## src/rtl/spi_master.sv

```systemverilog
`default_nettype none
// ============================================================================
// Module   : spi_master
// Purpose  : SPI initiator that sends 10-bit command frames {op[1:0], data[7:0]}
//            MSB first and, for read-data commands (op 2'b11), captures an
//            8-bit reply from MISO after a programmable turnaround. The serial
//            clock is the system clock: one bit moves per clk cycle.
// Ports    : clk, rst_n            - clock / asynchronous active-low reset
//            cmd_valid, cmd_ready  - host command handshake (ready only when idle)
//            cmd_op, cmd_data      - opcode and payload, latched on accept
//            rd_valid, rd_data     - one-cycle read strobe, data held until next
//            SS_n, MOSI            - registered slave select / serial data out
//            MISO                  - serial data in, sampled on rising clk
// Revision : 1.0 - initial release
// ============================================================================
module spi_master #(
  parameter int RD_WAIT = 2
) (
  input  logic       clk,
  input  logic       rst_n,
  input  logic       cmd_valid,
  input  logic [1:0] cmd_op,
  input  logic [7:0] cmd_data,
  output logic       cmd_ready,
  output logic       rd_valid,
  output logic [7:0] rd_data,
  output logic       SS_n,
  output logic       MOSI,
  input  logic       MISO
);

  localparam logic [2:0] c_st_idle  = 3'd0;
  localparam logic [2:0] c_st_start = 3'd1;
  localparam logic [2:0] c_st_shift = 3'd2;
  localparam logic [2:0] c_st_turn  = 3'd3;
  localparam logic [2:0] c_st_recv  = 3'd4;
  localparam logic [2:0] c_st_end   = 3'd5;

  localparam logic [1:0] c_op_rd_data = 2'b11;
  localparam logic [3:0] c_shift_last = 4'd9;
  localparam logic [3:0] c_recv_last  = 4'd7;
  localparam bit         c_has_turn   = (RD_WAIT != 0);
  localparam logic [3:0] c_turn_last  = c_has_turn ? 4'(RD_WAIT - 1) : 4'd0;

  logic [2:0] r_state;
  logic [2:0] w_state_nxt;
  logic [3:0] r_cnt;
  logic [9:0] r_tx;
  logic [6:0] r_rx;
  logic [1:0] r_op;
  logic       r_ss_n;
  logic       r_mosi;
  logic       r_rd_valid;
  logic [7:0] r_rd_data;
  logic       w_ss_n_nxt;
  logic       w_mosi_nxt;
  logic       w_accept;

  assign SS_n     = r_ss_n;
  assign MOSI     = r_mosi;
  assign rd_valid = r_rd_valid;
  assign rd_data  = r_rd_data;
  assign w_accept = (r_state == c_st_idle) && cmd_valid;

  // State register and datapath
  always_ff @(posedge clk or negedge rst_n) begin
    if (!rst_n) begin
      r_state    <= c_st_idle;
      r_cnt      <= 4'd0;
      r_tx       <= 10'd0;
      r_rx       <= 7'd0;
      r_op       <= 2'd0;
      r_ss_n     <= 1'b1;
      r_mosi     <= 1'b0;
      r_rd_valid <= 1'b0;
      r_rd_data  <= 8'h00;
    end else begin
      r_state <= w_state_nxt;
      r_ss_n  <= w_ss_n_nxt;
      r_mosi  <= w_mosi_nxt;

      // Each phase counts from zero on entry
      if ((w_state_nxt != r_state) || (r_state == c_st_idle)) begin
        r_cnt <= 4'd0;
      end else begin
        r_cnt <= r_cnt + 4'd1;
      end

      // The frame leaves MSB first; the shift during START lines up
      // frame[8] for the second SHIFT cycle.
      if (w_accept) begin
        r_tx <= {cmd_op, cmd_data};
        r_op <= cmd_op;
      end else if ((r_state == c_st_start) || (r_state == c_st_shift)) begin
        r_tx <= {r_tx[8:0], 1'b0};
      end

      if (r_state == c_st_recv) begin
        r_rx <= {r_rx[5:0], MISO};
      end

      // The eighth sample is folded in directly so the byte lands in END
      r_rd_valid <= (r_state == c_st_recv) && (w_state_nxt == c_st_end);
      if ((r_state == c_st_recv) && (w_state_nxt == c_st_end)) begin
        r_rd_data <= {r_rx, MISO};
      end
    end
  end

  // Next-state logic
  always_comb begin
    w_state_nxt = r_state;
    case (r_state)
      c_st_idle: begin
        if (cmd_valid) begin
          w_state_nxt = c_st_start;
        end
      end
      c_st_start: begin
        w_state_nxt = c_st_shift;
      end
      c_st_shift: begin
        if (r_cnt == c_shift_last) begin
          if (r_op == c_op_rd_data) begin
            w_state_nxt = c_has_turn ? c_st_turn : c_st_recv;
          end else begin
            w_state_nxt = c_st_end;
          end
        end
      end
      c_st_turn: begin
        if (r_cnt == c_turn_last) begin
          w_state_nxt = c_st_recv;
        end
      end
      c_st_recv: begin
        if (r_cnt == c_recv_last) begin
          w_state_nxt = c_st_end;
        end
      end
      c_st_end: begin
        w_state_nxt = c_st_idle;
      end
      default: begin
        w_state_nxt = c_st_idle;
      end
    endcase
  end

  // Output logic: SS_n/MOSI are registered, so they are derived from the
  // state being entered rather than the current one.
  always_comb begin
    cmd_ready  = (r_state == c_st_idle);
    w_ss_n_nxt = 1'b1;
    w_mosi_nxt = 1'b0;
    case (w_state_nxt)
      c_st_start: begin
        // START is only entered from an accept, so the frame MSB is
        // still on the command inputs, not yet in r_tx.
        w_ss_n_nxt = 1'b0;
        w_mosi_nxt = cmd_op[1];
      end
      c_st_shift: begin
        w_ss_n_nxt = 1'b0;
        w_mosi_nxt = r_tx[9];
      end
      c_st_turn, c_st_recv: begin
        w_ss_n_nxt = 1'b0;
      end
      default: begin
        w_ss_n_nxt = 1'b1;
        w_mosi_nxt = 1'b0;
      end
    endcase
  end

endmodule
`default_nettype wire

```

## config.mk

```make
export PLATFORM = sky130hd
export DESIGN_NAME = spi_master
export DESIGN_NICKNAME = d
export VERILOG_FILES = /design/src/rtl/spi_master.sv
export SDC_FILE = /design/constraint.sdc
export NUM_CORES = 1
export LEC_CHECK = 0
export CORE_MARGIN = 10
export CORE_UTILIZATION = 35
export CTS_CLUSTER_SIZE = 20
export DETAILED_ROUTE_END_ITERATION = 8
export GPL_TIMING_DRIVEN = 1
export PLACE_DENSITY = 0.55
export SYNTH_ARGS = -nofsm -noshare
export SYNTH_HDL_FRONTEND = slang
export SYNTH_SLANG_ARGS = --single-unit
```

## constraint.sdc

```tcl
create_clock -name clk -period 2.1 [get_ports clk]
set_input_delay 0.525 -clock clk [delete_from_list [all_inputs] [get_ports clk]]
set_output_delay 0.525 -clock clk [all_outputs]
set_load 0.01 [all_outputs]
```

==> results.toml, run 1 <==
[setup_path]
r2r_slack_ns = 0.27
critPathKind = "reg2out"
cp.arrival_ns = 1.47
worstPathCellList = "nor3_4 > clkdlybuf4s50_1"
crit_path_max_incr_delay_ns = 0.56
worstPathMaxFanout = 6
cp-start-kind = "flip-flop"
r2r-start = "r_state[2]"
cp-end-kind = "output pin"
cpMaxStageDelayCell = "clkdlybuf4s50_1"
required_ns = 1.57
reg2regPathDepth = 5
r2r_end = "rd_data[0]"

[cts]
htreeDepth = 2
cts.path.max_buffers = 2
cts_sinks = 37
ctsHoldBuffers = 0
cts_tree = "built"
clk_latency_ns = 0.29
cts_buffers = 5
clk_pin_slew_ns = 0.07
root_buffer = "clkbuf_8"

[drt]
wl_met2_mm = 1.343
drtPass1Iterations = 4
drtIter0Drc = 46
met1_length_mm = 1.400
routed_wl_mm = 3.084
met3WireLength_um = 297
ant_nets = 0
routed.top_layer = "met4"
post_drt_wl_per_cell_um = 14.15
drc = 0
viasPerCell = 4.881
vias = 1064

[die]
initial_core_util_pct = 37.08
row_count = 24
die_y_um = 88.85
die_w_um = 88.85
die_area_mm2 = 0.007894
core_mm2 = 0.004474
pin_count = 26

[min_path]
hold_start = "r_tx[9]"
whs_path_depth = 1
min_to = "MOSI"
hp-class = "reg2reg"

[placement]
hpwl_mm = 2.253
placed_cell_area_mm2 = 0.001991
gp_congestion = 0.7134
port_buffers = 25

[synth]
synth_flop_cell = "dfrtp_1"
synthDistinctLibCells = 35
synth_edf_count = 0
ys_ff_latch = 37
seq_area_frac_synth_pct = 55.88
syn_area_mm2 = 0.001659
netlist_instances = 132
yosysWarnings = 0
synthArstFlopShare_pct = 100.0
syn_avg_cell_area_um2 = 12.57
synthesis.nets = 148

[outcome]
outcome = "finished clean"

[timing]
relSlewSlack_pct = 69.56
min_period_over_period_pct = 94.85
skew_ns = 0.008544
worstMarginPinSlew_ns = 0.4566
finalSetupTns_ns = 0
hold_viol_final = 0
final-setup-viol-count = 0
fmax_mhz = 502.0
maxSlewViolCount = 0
layout_min_cycle_time_ns = 1.992
rsz0062_at_grt = "false"

[power]
p_per_area_mw_per_mm2 = 1251
ir_worst_vdd_mv = 0.4556
total_leakage_power_nw = 0.9881

[global_routing]
grt_overflow = 0
first_global_vias = 1110
antenna_found_initial = 0
grt_max_degree = 38
grt_pass1_wl_mm = 5.375
grt_usage_pct = 8.650

[cells_and_area]
num_antenna_cells = 0
syn2layout_area_growth_pct = 26.92
stdcell_area_mm2 = 0.002106
layout-drive-gt1-share_pct = 22.89
nets = 182
final_common_cell = "dfrtp_1"
final_cell_mix = "dfrtp_1 (36), clkdlybuf4s50_1 (25), mux2_2 (15)"

[run]
drv_cap = 0
how the worst max path moves through the flow:
stage,from,end,slack (ns)
6_report,r_state[1],cmd_ready,0.11
5_1_grt,r_state[1],cmd_ready,0.02
4_1_cts,r_state[1],cmd_ready,0.08
3_5_place_dp,cmd_valid,r_cnt[0],0.22
3_3_place_gp,cmd_valid,SS_n,0.27
2_1_floorplan,r_cnt[0],MOSI,0.35
worst max-delay path, delay by kind of cell, from the launching register on:
kind                   cells  cell delay (ns)
buffers and inverters      1             0.56
DFF                        1             0.46
and+or+nand+nor            1             0.16
area by class of cell:
type,count,area (um2)
clock buffer,5,68.82
tap,52,65.06
multi-input combinational,84,684.4
sequential,37,927.1
inverter,6,22.52
timing repair buffer,32,302.8
clock inverter,2,35.03
fill,408,2369
synth_stat cells, types with 2 or more instances:
master / number / share of area [%]
and2_1: 2 / 0.75
buf_2: 2 / 0.60
buf_4: 2 / 0.90
dfrtp_1: 36 / 54
ha_1: 2 / 1.5
inv_1: 6 / 1.4
mux2_2: 15 / 10
mux2i_1: 9 / 5.4
nand2_1: 9 / 2.0
nand2b_1: 3 / 1.1
nor2_1: 9 / 2.0
o21ai_0: 11 / 3.3
o22ai_1: 2 / 0.75
xnor2_1: 3 / 1.6
sequential cells by signal (all words and copies together), names as in the netlist:
name      cells
r_cnt         4
r_rx          7
r_tx         10
r_op          2
SS_n          1
rd_valid      1
r_state       3
MOSI          1
rd_data       8
through the flow:
stage	setup WS [ns]	instances	hold WS, ns	util, %	total power [mW]
finish	0.1081	218	0.5090	47.06	2.635
global route	0.01729	218	0.5348	47.06	2.837
CTS	0.08360	218	0.5114	46.92	2.661
detailed placement	0.2203	211	0.4920	44.49	2.064
global placement	0.2652	211	0.4756	44.49	2.032
floorplan	0.3547	132	0.2294	-	1.790
report_power, final:
group          internal, mW  leakage (nW)  switching, mW  total, mW
combinational         0.491         0.446          0.505      0.996
sequential            0.921         0.488          0.132       1.05
clock                 0.345        0.0540          0.241      0.586
total                  1.76         0.988          0.878       2.64
repair_timing:
action | in CTS | in global routing
gates cloned | 0 | 0
endpoints found under the setup margin | 1 | 1
setup buffers | 0 | 0
gates resized for setup | 1 | 1
endpoints found under the hold margin | 0 | 0
logic make-up after synthesis:
logic type | count (synthesis) | synth area share [%]
muxes | 24 | 15.61
buffers and inverters | 11 | 3.544
and+or+nand+nor | 32 | 11.09
adders and majority gates | 2 | 1.508
DFF | 37 | 55.88
AOI/OAI and AO/OA | 22 | 10.26
xor gates and xnor gates | 4 | 2.112
routing by layer:
metal	up-vias	track usage [%]
met5	-	0
met4	0	2.643
met3	5	4.871
met2	23	12.63
met1	513	10.58
li1	523	-
Note: power is estimated with default switching activity, not from simulation.
==> run 2: changes to the inputs <==
--- a/config.mk
+++ b/config.mk
@@ -5,12 +5,14 @@
 export SDC_FILE = /design/constraint.sdc
 export NUM_CORES = 1
 export LEC_CHECK = 0
+export CELL_PAD_IN_SITES_DETAIL_PLACEMENT = 1
+export CELL_PAD_IN_SITES_GLOBAL_PLACEMENT = 1
 export CORE_MARGIN = 10
 export CORE_UTILIZATION = 35
 export CTS_CLUSTER_SIZE = 20
 export DETAILED_ROUTE_END_ITERATION = 8
 export GPL_TIMING_DRIVEN = 1
-export PLACE_DENSITY = 0.55
+export PLACE_DENSITY = 0.66
 export SYNTH_ARGS = -nofsm -noshare
 export SYNTH_HDL_FRONTEND = slang
 export SYNTH_SLANG_ARGS = --single-unit
==> run 2 against run 1 <==
Die area is the same. First-iteration DRC count shrank 26%. Sequential share of layout area grew 0.22 points. Clock power shrank 17%. Register-to-register slack lost 0.03 ns. Wire length grew 20%.
==> results.toml, run 2 (synthesis results as in run 1) <==
[cts]
cts_buffers = 5
cts_sinks = 37
ctsHoldBuffers = 0
post_cts_buffers = 0
root_buffer = "clkbuf_8"
cts_tree = "built"
cts.path.max_buffers = 2
clk_latency_ns = 0.29
htreeDepth = 2
clk_pin_slew_ns = 0.08

[die]
die_area_mm2 = 0.007894
die_y_um = 88.85
row_count = 24
pin_count = 26
initial_core_util_pct = 37.08
core_mm2 = 0.004474
die_w_um = 88.85

[power]
power_switching_uw = 945.2
ir_worst_vdd_mv = 0.4630
total_leakage_power_nw = 0.9865
p_per_area_mw_per_mm2 = 1239
sw_frac_of_total_pct = 36.37
p_int_mw = 1.654
p_seq_share_pct = 40.7
comb_power_share_pct = 40.5
p_clk_share_pct = 18.7

[cells_and_area]
final-instance-count-excl-fill = 220
largest_reg_flops = 10
num_antenna_cells = 0
final_common_cell = "dfrtp_1"
stdcell_area_mm2 = 0.002098
final_util_pct = 46.90
syn2layout_area_growth_pct = 26.47
layout-drive-gt1-share_pct = 25.00
nets = 183
final_cell_mix = "dfrtp_1 (35), clkdlybuf4s50_1 (24), mux2_2 (15)"
largest_register = "r_tx"

[placement]
gp_congestion = 0.7439
place_inst = 212
port_buffers = 25
hpwl_mm = 2.839
placed_cell_area_mm2 = 0.002006

[global_routing]
grtUsageMet2_pct = 17.29
grt_max_degree = 22
grt_usage_pct = 10.44
first_global_vias = 1299
antenna_found_initial = 0
grt-busiest-layer = "met2"
grt_pass1_wl_mm = 6.272
grt_use_met1_pct = 11.34
gr-usage-met3_pct = 4.688
grt_overflow = 0

[timing]
final-setup-viol-count = 0
finalSetupTns_ns = 0
maxSlewViolCount = 0
layout_min_cycle_time_ns = 2.039
fmax_mhz = 490.4
min_period_over_period_pct = 97.11
relSlewSlack_pct = 66.22
rsz0062_at_grt = "false"
worstMarginPinSlew_ns = 0.5052
skew_ns = 0.004882
hold_viol_final = 0

[setup_path]
cp-start-kind = "flip-flop"
cp.arrival_ns = 1.51
cp-end-kind = "output pin"
required_ns = 1.57
worstPathMaxFanout = 3
critPathKind = "reg2out"

[drt]
drtPass1Iterations = 4
ant_nets = 0
routed_wl_mm = 3.716
viasPerCell = 5.086
post_drt_wl_per_cell_um = 16.89
drc = 0
drtIter0Drc = 34
vias = 1119

[min_path]
hp-class = "in2async"

[outcome]
outcome = "finished clean"

[run]
drv_cap = 0
==> run 2: changes by cell type in the layout (fill, tap and decap cells not counted) <==
cell             delta
dfrtp_1             -1
nor3_2              +1
nor3_4              -1
clkdlybuf4s50_1     -1
bufinv_16           -1
clkinv_2            +1
buf_2               +1
buf_12              +1
clkinvlp_4          +1
dfrtp_2             +1
==> run 2: layout make-up <==
cell class | instances | area, um2
clock buffer | 5 | 68.82
inverter | 6 | 22.52
sequential | 37 | 928.4
tap | 52 | 65.06
clock inverter | 3 | 17.52
multi-input combinational | 84 | 678.2
fill | 476 | 2376
timing repair buffer | 33 | 317.8
==> run 2: repair_timing <==
item                       in CTS  in global routing
hold endpoints to repair        0                  0
pin swaps                       0                  0
setup endpoints to repair       1                  1
resized for setup               1                  1
==> run 2: path summary, 6_finish.rpt <==
path	start	end	slack (ns)	cells after the start
max	r_state[2]	cmd_ready	0.06	2
min	rst_n	r_cnt[0]	0.17	1
max reg2reg	r_state[2]	rd_data[6]	0.24	5
min reg2reg	r_cnt[0]	r_cnt[0]	0.51	1
max in group asynchronous	rst_n	SS_n	1.39	2
min in group clk	r_cnt[0]	r_cnt[0]	0.51	1
==> run 2: through the flow <==
| stage | power, mW | setup slack, ns | hold slack (ns) |
|---|---|---|---|
| 2_1_floorplan | 1.790 | 0.3547 | 0.2294 |
| 5_1_grt | 2.797 | 0.002717 | 0.1930 |
| 4_1_cts | 2.642 | 0.04565 | 0.1783 |
| 6_report | 2.599 | 0.06065 | 0.1709 |
| 3_3_place_gp | 2.053 | 0.3049 | 0.4777 |
| 3_5_place_dp | 2.135 | 0.2774 | 0.4965 |
==> run 2: worst max-delay path, stage by stage, from the launching register on <==
cell             delay (ns)
dfrtp_1                0.41
nor3_2                 0.24
clkdlybuf4s50_1        0.58
==> run 2: metal layers <==
| layer | wire (um) | up-vias |
|---|---|---|
| met5 | 0 | - |
| met4 | 76 | 0 |
| li1 | - | 520 |
| met1 | 1541 | 568 |
| met3 | 246 | 9 |
| met2 | 1852 | 22 |
==> run 2: power groups by stage <==
stage          sequential [mW]  clock (mW)  combinational (mW)
6_report                  1.06       0.486                1.05
3_3_place_gp              1.05           0                1.00
5_1_grt                   1.09       0.540                1.16
3_5_place_dp              1.07           0                1.07
4_1_cts                   1.06       0.510                1.07
2_1_floorplan             1.03           0               0.762
